### src/rtl/alu_seq_if.sv
// Request/result handshake bundle for the sequential ALU.
// The slave modport is the ALU side; the master modport is the issuing/consuming side.
interface alu_seq_if #(
    parameter int WIDTH = 32
);
    logic             i_valid;
    logic             o_ready;
    logic [3:0]       i_op;
    logic [WIDTH-1:0] i_operand0;
    logic [WIDTH-1:0] i_operand1;
    logic             o_valid;
    logic             i_ready;
    logic [WIDTH-1:0] o_result;
    logic             o_err;
    logic             o_busy;

    modport slave (
        input  i_valid, i_op, i_operand0, i_operand1, i_ready,
        output o_ready, o_valid, o_result, o_err, o_busy
    );

    modport master (
        output i_valid, i_op, i_operand0, i_operand1, i_ready,
        input  o_ready, o_valid, o_result, o_err, o_busy
    );
endinterface

### src/rtl/alu_seq.sv
// Registered, handshaked execute-stage ALU with an iterative shift-add multiplier.
// Single-cycle ops land in DONE one edge after accept; MUL spends WIDTH cycles in BUSY.
module alu_seq #(
    parameter int WIDTH = 32,
    parameter int SHW   = $clog2(WIDTH)
) (
    input logic      i_clk,
    input logic      i_rst_n,
    alu_seq_if.slave bus
);
    localparam logic [3:0] OP_ADD  = 4'd1;
    localparam logic [3:0] OP_SUB  = 4'd2;
    localparam logic [3:0] OP_XOR  = 4'd3;
    localparam logic [3:0] OP_AND  = 4'd4;
    localparam logic [3:0] OP_SRA  = 4'd5;
    localparam logic [3:0] OP_OR   = 4'd6;
    localparam logic [3:0] OP_SLL  = 4'd7;
    localparam logic [3:0] OP_SRL  = 4'd8;
    localparam logic [3:0] OP_SLT  = 4'd9;
    localparam logic [3:0] OP_SLTU = 4'd10;
    localparam logic [3:0] OP_MUL  = 4'd11;

    typedef enum logic [1:0] {IDLE, BUSY, DONE} state_t;

    state_t           state, state_next;
    logic [WIDTH-1:0] result_q;
    logic             err_q;
    logic [WIDTH-1:0] acc, mcand, mplier, acc_sum;
    logic [SHW-1:0]   count;
    logic             ready, accept, is_mul;
    logic [WIDTH-1:0] alu_res;
    logic             alu_err;
    logic [SHW-1:0]   shamt;

    assign ready  = (state == IDLE) || (state == DONE && bus.i_ready);
    assign accept = bus.i_valid && ready;
    assign is_mul = (bus.i_op == OP_MUL);
    assign shamt  = bus.i_operand1[SHW-1:0];

    assign acc_sum = acc + (mplier[0] ? mcand : '0);

    assign bus.o_ready  = ready;
    assign bus.o_valid  = (state == DONE);
    assign bus.o_busy   = (state == BUSY);
    assign bus.o_result = result_q;
    assign bus.o_err    = err_q;

    always_comb begin
        alu_res = '0;
        alu_err = 1'b0;
        case (bus.i_op)
            OP_ADD:  alu_res = bus.i_operand0 + bus.i_operand1;
            OP_SUB:  alu_res = bus.i_operand0 - bus.i_operand1;
            OP_XOR:  alu_res = bus.i_operand0 ^ bus.i_operand1;
            OP_AND:  alu_res = bus.i_operand0 & bus.i_operand1;
            OP_SRA:  alu_res = $unsigned($signed(bus.i_operand0) >>> shamt);
            OP_OR:   alu_res = bus.i_operand0 | bus.i_operand1;
            OP_SLL:  alu_res = bus.i_operand0 << shamt;
            OP_SRL:  alu_res = bus.i_operand0 >> shamt;
            OP_SLT:  alu_res = {{(WIDTH-1){1'b0}},
                                ($signed(bus.i_operand0) < $signed(bus.i_operand1))};
            OP_SLTU: alu_res = {{(WIDTH-1){1'b0}}, (bus.i_operand0 < bus.i_operand1)};
            OP_MUL:  alu_res = '0;
            default: alu_err = 1'b1;
        endcase
    end

    always_comb begin
        state_next = state;
        case (state)
            IDLE: if (accept) state_next = is_mul ? BUSY : DONE;
            BUSY: if (count == '0) state_next = DONE;
            DONE: begin
                if (bus.i_ready) begin
                    if (accept) state_next = is_mul ? BUSY : DONE;
                    else        state_next = IDLE;
                end
            end
            default: state_next = IDLE;
        endcase
    end

    // The final multiply step writes acc_sum straight into the result so DONE shows the full product.
    always_ff @(posedge i_clk) begin
        if (!i_rst_n) begin
            state    <= IDLE;
            result_q <= '0;
            err_q    <= 1'b0;
            acc      <= '0;
            mcand    <= '0;
            mplier   <= '0;
            count    <= '0;
        end else begin
            state <= state_next;
            if (accept) begin
                if (is_mul) begin
                    acc    <= '0;
                    mcand  <= bus.i_operand0;
                    mplier <= bus.i_operand1;
                    count  <= SHW'(WIDTH - 1);
                end else begin
                    result_q <= alu_res;
                    err_q    <= alu_err;
                end
            end
            if (state == BUSY) begin
                acc    <= acc_sum;
                mcand  <= mcand << 1;
                mplier <= mplier >> 1;
                count  <= count - 1'b1;
                if (count == '0) begin
                    result_q <= acc_sum;
                    err_q    <= 1'b0;
                end
            end
        end
    end
endmodule

### src/flat_wrapper.sv
// flat-port wrapper written by rule: the top's interface ports become plain ports
module alu_seq_flat 
#(
    parameter int WIDTH = 32,
    parameter int SHW   = $clog2(WIDTH)
)
  (i_clk, i_rst_n, bus_i_valid, bus_i_op, bus_i_operand0, bus_i_operand1, bus_i_ready, bus_o_ready, bus_o_valid, bus_o_result, bus_o_err, bus_o_busy);
  alu_seq_if #(.WIDTH(WIDTH)) bus_i ();
  input logic i_clk;
  input logic i_rst_n;
  input wire logic [$bits(bus_i.i_valid)-1:0] bus_i_valid;
  input wire logic [$bits(bus_i.i_op)-1:0] bus_i_op;
  input wire logic [$bits(bus_i.i_operand0)-1:0] bus_i_operand0;
  input wire logic [$bits(bus_i.i_operand1)-1:0] bus_i_operand1;
  input wire logic [$bits(bus_i.i_ready)-1:0] bus_i_ready;
  output wire logic [$bits(bus_i.o_ready)-1:0] bus_o_ready;
  output wire logic [$bits(bus_i.o_valid)-1:0] bus_o_valid;
  output wire logic [$bits(bus_i.o_result)-1:0] bus_o_result;
  output wire logic [$bits(bus_i.o_err)-1:0] bus_o_err;
  output wire logic [$bits(bus_i.o_busy)-1:0] bus_o_busy;
  assign bus_i.i_valid = bus_i_valid;
  assign bus_i.i_op = bus_i_op;
  assign bus_i.i_operand0 = bus_i_operand0;
  assign bus_i.i_operand1 = bus_i_operand1;
  assign bus_i.i_ready = bus_i_ready;
  assign bus_o_ready = bus_i.o_ready;
  assign bus_o_valid = bus_i.o_valid;
  assign bus_o_result = bus_i.o_result;
  assign bus_o_err = bus_i.o_err;
  assign bus_o_busy = bus_i.o_busy;
  alu_seq #(.WIDTH(WIDTH), .SHW(SHW)) u_core (.i_clk(i_clk), .i_rst_n(i_rst_n), .bus(bus_i));
endmodule
### config.mk
export PLATFORM = sky130hd
export DESIGN_NAME = alu_seq_flat
export DESIGN_NICKNAME = d
export VERILOG_FILES = /design/src/rtl/alu_seq_if.sv /design/src/rtl/alu_seq.sv /design/src/flat_wrapper.sv
export SDC_FILE = /design/constraint.sdc
export NUM_CORES = 1
export LEC_CHECK = 0
export CAP_MARGIN = 20
export CORE_MARGIN = 2
export CORE_UTILIZATION = 46
export DETAILED_ROUTE_END_ITERATION = 7
export PLACE_DENSITY_LB_ADDON = 0.15
export SYNTH_ARGS = -nofsm -noshare
export SYNTH_HDL_FRONTEND = slang
export SYNTH_SLANG_ARGS = --single-unit
### constraint.sdc
create_clock -name i_clk -period 4.03 [get_ports i_clk]
set_input_delay 0.6045 -clock i_clk [delete_from_list [all_inputs] [get_ports i_clk]]
set_output_delay 0.6045 -clock i_clk [all_outputs]
set_load 0.05 [all_outputs]
-- After elaboration in Yosys (flattened, before gate mapping)
Index checks and enable logic that the tools add are counted.
- $add $sub $neg: 4
- magnitude comparators: 2
- equal/unequal tests: 16
- shifts and indexed selects: 3
- multiplexer cells: 29
- bitwise gates (word level): 4
- reduce and logical (&&, ||, !) cells: 12
- operators with widths (operator ; count):
    2-to-1 mux 32 bit ; 11
    one-hot mux 32 bit (10 select lines) ; 1
    2-to-1 mux 31 bit ; 3
    adder 32 bit ; 2
    < comparator 32 bit ; 2
    AND 32 bit ; 1
    OR 32 bit ; 1
    << shifter 32 x 5 -> 32 bit ; 1
    right shift 32 x 5 -> 32 bit ; 1
    >>> shifter 32 x 5 -> 32 bit ; 1
    subtractor 32 bit ; 1
    bitwise XOR 32 bit ; 1
    equality test 4 x 3 -> 1 bit (second input constant) ; 4
    equality test 4 bit (second input constant) ; 4
    2-to-1 mux 5 bit ; 3
    2-to-1 mux 2 bit ; 5
    OR reduction 10 bit ; 1
    equality test 4 x 2 -> 1 bit (second input constant) ; 2
    one-hot mux 2 bit (3 select lines) ; 1
    logical NOT 5 bit ; 1
    2-to-1 mux 1 bit ; 5
    subtractor 5 x 1 -> 5 bit (second input constant) ; 1
    equality test 4 x 1 -> 1 bit (second input constant) ; 1
    inequality test 2 x 1 -> 1 bit (second input constant) ; 2
    11 further kinds ; 14
- register bits: 136
- bits of input ports: 72
- output and inout bits: 36
- logic and storage cells: 79

-- Depth between registers and ports, before layout
- word-level depth: 7
- gate-level depth with buffers: 16
- gate-level depth less buffers: 14

-- Least setup slack after synthesis
OpenSTA, ideal clock, no wires.
- kind: input port to flip-flop
- start: input port bus_i_operand1[1]
- end: register u_core.result_q[28] (netlist: u_core.bus.o_result[28])
- library setup time: 0.122 ns
- arrival time: 3.793 ns
- required time: 3.908 ns
- setup slack: 0.115 ns
- stages on the path: 15
- buffers on the path: 3
- path through: buf_2 inv_1 buf_2 buf_1 fa_1 nor2b_1 o21a_1 o41ai_1 o221ai_2 a211o_2 o211ai_1 o21ai_0 a2bb2oi_1 nand2_1 a221o_1
- cells in the longest elaborated chain, start to end: 6
- elaborated cells on any way between the ends: 10
- classes of those cells: 2 x add/sub; 3 x shift; 5 x mux
- ends and longest elaborated chain (element ; line ; text):
    start: declaration ; flat_wrapper.sv:14 ; input wire logic [$bits(bus_i.i_operand1)-1:0] bus_i_operand1;
    subtractor 32 bit, or another cell as far along ; alu_seq.sv:53 ; OP_SUB: alu_res = bus.i_operand0 - bus.i_operand1;
    one-hot mux 32 bit (10 select lines) * ; alu_seq.sv:51 ; case (bus.i_op)
    2-to-1 mux 32 bit * ; alu_seq.sv:96 ; if (is_mul) begin
    2-to-1 mux 32 bit * ; alu_seq.sv:95 ; if (accept) begin
    2-to-1 mux 32 bit ; alu_seq.sv:111 ; if (count == '0) begin
    2-to-1 mux 32 bit * ; alu_seq.sv:106 ; if (state == BUSY) begin
    end signal: assignment ; alu_seq.sv:102 ; result_q <= alu_res;
    end signal: assignment ; alu_seq.sv:112 ; result_q <= acc_sum;
    end: declaration ; alu_seq.sv:26 ; logic [WIDTH-1:0] result_q;
Every way passes the cells marked *; elsewhere a longest branch is shown, timed or not.
A chain may end at the register's enable or synchronous reset.

-- Worst setup path in the final report
- start: input port bus_i_operand0[8]
- end: register u_core.result_q[24] (netlist: u_core.bus.o_result[24])
- cells in the longest elaborated chain, start to end: 6
- elaborated cells on any way between the ends: 10
- classes of those cells: 2 x add/sub; 3 x shift; 5 x mux
- ends and longest elaborated chain (element ; line ; text):
    start: declaration ; flat_wrapper.sv:13 ; input wire logic [$bits(bus_i.i_operand0)-1:0] bus_i_operand0;
    subtractor 32 bit, or another cell as far along ; alu_seq.sv:53 ;
    one-hot mux 32 bit (10 select lines) * ; alu_seq.sv:51 ;
    2-to-1 mux 32 bit * ; alu_seq.sv:96 ;
    2-to-1 mux 32 bit * ; alu_seq.sv:95 ;
    2-to-1 mux 32 bit ; alu_seq.sv:111 ;
    2-to-1 mux 32 bit * ; alu_seq.sv:106 ;
Marks and branches as above.

==> out/metrics.cfg <==
[outcome]
outcome=completed

[detailed_routing]
drc=0
wirelength_um=75930
routed-via-count=18660
detail-route-antenna-nets=0
dr.first_iter.drc_count=2237
drt-vias-per-instance=6.599
dr.pass1.iters=6
wl_per_cell_um=26.86

[worst_hold_path]
hold-path-endpoint=u_core.mplier[28]$_SDFFE_PN0P_
min_from=u_core.mplier[28]$_SDFFE_PN0P_
hold_depth=2
hold_path_class=reg2reg

[worst_setup_path]
slowest_delay_ps=580
critical_path_class=in2reg
critPathLaunchType=input pin
timing.rr.end=u_core.bus.o_result[23]$_SDFF_PN0_
cp-end-kind=register
regToRegSetupSlack_ps=130
crit_slowest_cell=or4_1
path_buf_inv=4
ff2ff_path_depth=15
rr_startpoint=u_core.mplier[0]$_SDFFE_PN0P_
path_common_cell=buf_4
cp_cell_sequence=clkdlybuf4s50_1 > inv_1 > ha_1 > or4_1 > a21oi_1 > o41ai_2 > buf_4 > o221ai_2 > nor3_1 > o41ai_1 > buf_4 > xnor2_1 > o21ai_0 > a22oi_1 > nand3_1
critical_path.top_delay_family=compound AO/OA/AOI/OAI gates
cp_data_arrival_time_ps=4240
worstPathRequired_ps=4360
path_max_fanout=3

[placed_design]
numPlacedInstances=2791
io_buffers=107
place_area_sq_mm=0.01880
dpl.hpwl_um=60140
gp_congestion=1.087

[flow_run]
maxCapViolCount=0

[pwr]
powerDensity_mw_per_mm2=256.2
power_mw=4.985
power_leakage_nw=8.136
vdd_drop_max_mv=0.3423

[sta]
min_period_ps=3909
fin_crit_sh=0.9699
hold_slack_ps=456.7
drv_slew=0
clock_skew_ps=21.93
rsz0062_at_grt=no
worst_pin_slew_ps=1115
fmax_mhz=255.8
hold_viol=0
slew_headroom=0.2511
final-setup-viol-count=0

[yosys]
synth_edf_count=0
synth_fp_nets=2305
synthFlopType=dfxtp_1
ys_seq_area_frac=0.1754
synthCells=2097
async_flop_share=0
ys_ff_latch=136
avgSynthCellArea_sq_um=7.403
ys_types=94
yosysWarnings=0
syn-cell-area_sq_mm=0.01552

[global_route]
globalRouteOverflowTotal=0
antenna_found_initial=3
grt.met3_usage=0.07617
grt-busiest-layer=met2
grt_use_total=0.4213
grt_use_met1=0.5404
grt_util_met2=0.6613
grt_pass1_wl_um=111600
grt_max_degree=63
grt_pass1_vias=17620

[finish]
fillers=3212
drive_gt1_frac=0.1864
fin_nets=2572
finalNonFillerCells=2827
final_area_sq_mm=0.01946
syn_to_final_growth_pct=25.36

[floorplan]
die_y_um=187.7
core_sq_mm=0.03336
die_w_um=187.7
std_cell_rows=67
dieArea_sq_mm=0.03523
initial_core_util=0.4653
io_pins=108

[clock_tree]
cts-root-buf=clkbuf_16
cts_hold_buf=0
max-clock-path-buffers=2
cts_tree=yes
htreeDepth=4
numCtsBuffers=17
clkLatencyLatePin_ps=460
cts.sinks=136
clk_pin_slew_ps=60

-- worst min-delay path, cell delays in order, from the launching register on --
cell and delay (ps):
dfxtp_1 310, nand2_1 50, a21oi_1 50
-- cell usage in the layout, fill, tap and decap left out, types with 8 or more instances in the layout --
| master | instances |
|---|---|
| a221oi_1 | 23 |
| mux4_2 | 49 |
| a31oi_1 | 26 |
| a211oi_1 | 31 |
| and2_1 | 39 |
| o221a_2 | 8 |
| nand2_1 | 210 |
| mux2_2 | 9 |
| o211ai_1 | 27 |
| nand2b_1 | 17 |
| clkdlybuf4s50_1 | 102 |
| nand3_1 | 44 |
| mux2i_1 | 38 |
| o31ai_1 | 14 |
| a21o_1 | 25 |
| o21ai_0 | 120 |
| nor2b_1 | 18 |
| ha_1 | 133 |
| and3_1 | 12 |
| o21a_1 | 12 |
| xnor2_1 | 25 |
| clkbuf_16 | 17 |
| buf_4 | 294 |
| or3_1 | 12 |
| dfxtp_1 | 136 |
| a221o_1 | 10 |
| a22oi_1 | 70 |
| a211o_1 | 9 |
| xor2_1 | 16 |
| o221ai_1 | 21 |
| nor2_1 | 233 |
| o2111ai_1 | 8 |
| o21bai_1 | 16 |
| a21oi_1 | 220 |
| inv_1 | 104 |
| o22ai_1 | 13 |
| nor3_1 | 40 |
-- power breakdown --
group	total [mW]	leakage (nW)	internal [mW]	switching (mW)
combinational	1.94	6.75	0.779	1.16
sequential	1.41	1.10	1.38	0.0295
clock	1.64	0.288	0.934	0.709
-- synth_stat cells, types with 7 or more instances --
library cell	instances	share of area
o31ai_1	14	0.0068
o21bai_1	16	0.0077
nor3_1	41	0.013
o21a_1	12	0.0058
nand2_1	210	0.051
clkbuf_1	114	0.028
o22ai_1	13	0.0052
o2111ai_1	8	0.0045
o21ai_0	121	0.039
o221ai_1	21	0.012
o41ai_1	8	0.0045
nand3_1	44	0.014
ha_1	133	0.11
a31oi_1	26	0.010
mux2i_1	38	0.025
mux4_2	49	0.071
a21oi_1	220	0.071
o221a_2	8	0.0058
a211o_1	9	0.0051
buf_1	18	0.0044
mux2_2	9	0.0065
and3_1	13	0.0052
a221oi_1	23	0.013
a211oi_1	33	0.016
inv_1	106	0.026
a22oi_1	70	0.034
a221o_1	10	0.0064
nand2b_1	18	0.0073
buf_2	19	0.0061
nor2_1	234	0.057
and2_1	39	0.016
xnor2_1	25	0.014
a32oi_1	7	0.0039
o211ai_1	27	0.013
nor2b_1	19	0.0077
or3_1	13	0.0052
a21o_1	25	0.012
xor2_1	16	0.0090
dfxtp_1	136	0.18
-- registers in the layout, indices dropped and copies added (netlist names) --
name,count
u_core.mcand,32
u_core.acc,32
u_core.mplier,32
u_core.count,5
u_core.state,2
u_core.bus.o_result,32
u_core.bus.o_err,1
-- layout make-up --
class                   count  area, sq um  share of cell area
diodes                      2        5.005           0.0002572
clock buffers              19        442.9             0.02276
clock inverters            13        143.9            0.007394
inverters                 110        414.1             0.02128
multi-input cells        1693        11800              0.6065
flip-flops and latches    136         2723              0.1399
well taps                 448        560.5             0.02880
repair buffers            406         3368              0.1731
-- worst max path at each step --
stage / start / to / slack, ps / cells after the start
finish: bus_i_operand0[8] / u_core.bus.o_result[24]$_SDFF_PN0_ / 120 / 15
global route: u_core.mplier[0]$_SDFFE_PN0P_ / u_core.acc[31]$_SDFFE_PN0P_ / 30 / 14
CTS: u_core.mcand[0]$_SDFFE_PP0P_ / u_core.bus.o_result[30]$_SDFF_PN0_ / 70 / 14
detailed placement: bus_i_operand0[0] / u_core.bus.o_result[18]$_SDFF_PN0_ / -350 / 14
global placement: bus_i_operand0[0] / u_core.bus.o_result[18]$_SDFF_PN0_ / -360 / 14
floorplan: bus_i_operand1[1] / u_core.bus.o_result[28]$_SDFF_PN0_ / 120 / 15
-- layer usage --
| metal | wire length, um | share of wire |
|---|---|---|
| met5 | 0 | 0 |
| met4 | 5282 | 0.070 |
| met3 | 7224 | 0.095 |
| met2 | 33230 | 0.44 |
| met1 | 30190 | 0.40 |
-- kinds of logic after synthesis --
kind of cell / Yosys count / share of synthesized area
AOI/OAI and AO/OA: 748 / 0.3233
xor gates and xnor gates: 41 / 0.02313
adders and majority gates: 136 / 0.1111
buffers and inverters: 268 / 0.06875
DFF: 136 / 0.1754
muxes: 96 / 0.1021
and+or+nand+nor: 672 / 0.1963
-- stage by stage --
| step | worst slack [ps] | utilization | TNS (ps) |
|---|---|---|---|
| final | 121.2 | 0.5833 | 0 |
| after global routing | 26.57 | 0.5831 | 0 |
| after CTS | 68.02 | 0.5813 | 0 |
| after detailed placement | -345.2 | 0.5636 | -2091 |
| after global placement | -360.3 | 0.5636 | -1080 |
| after floorplan | 115.3 | - | 0 |
-- repair_timing --
action,CTS,global route
pin swaps,0,3
gates resized for setup,1,9
buffers inserted,0,2
endpoints found under the setup margin,1,14
Note: power is estimated with default switching activity, not from simulation.
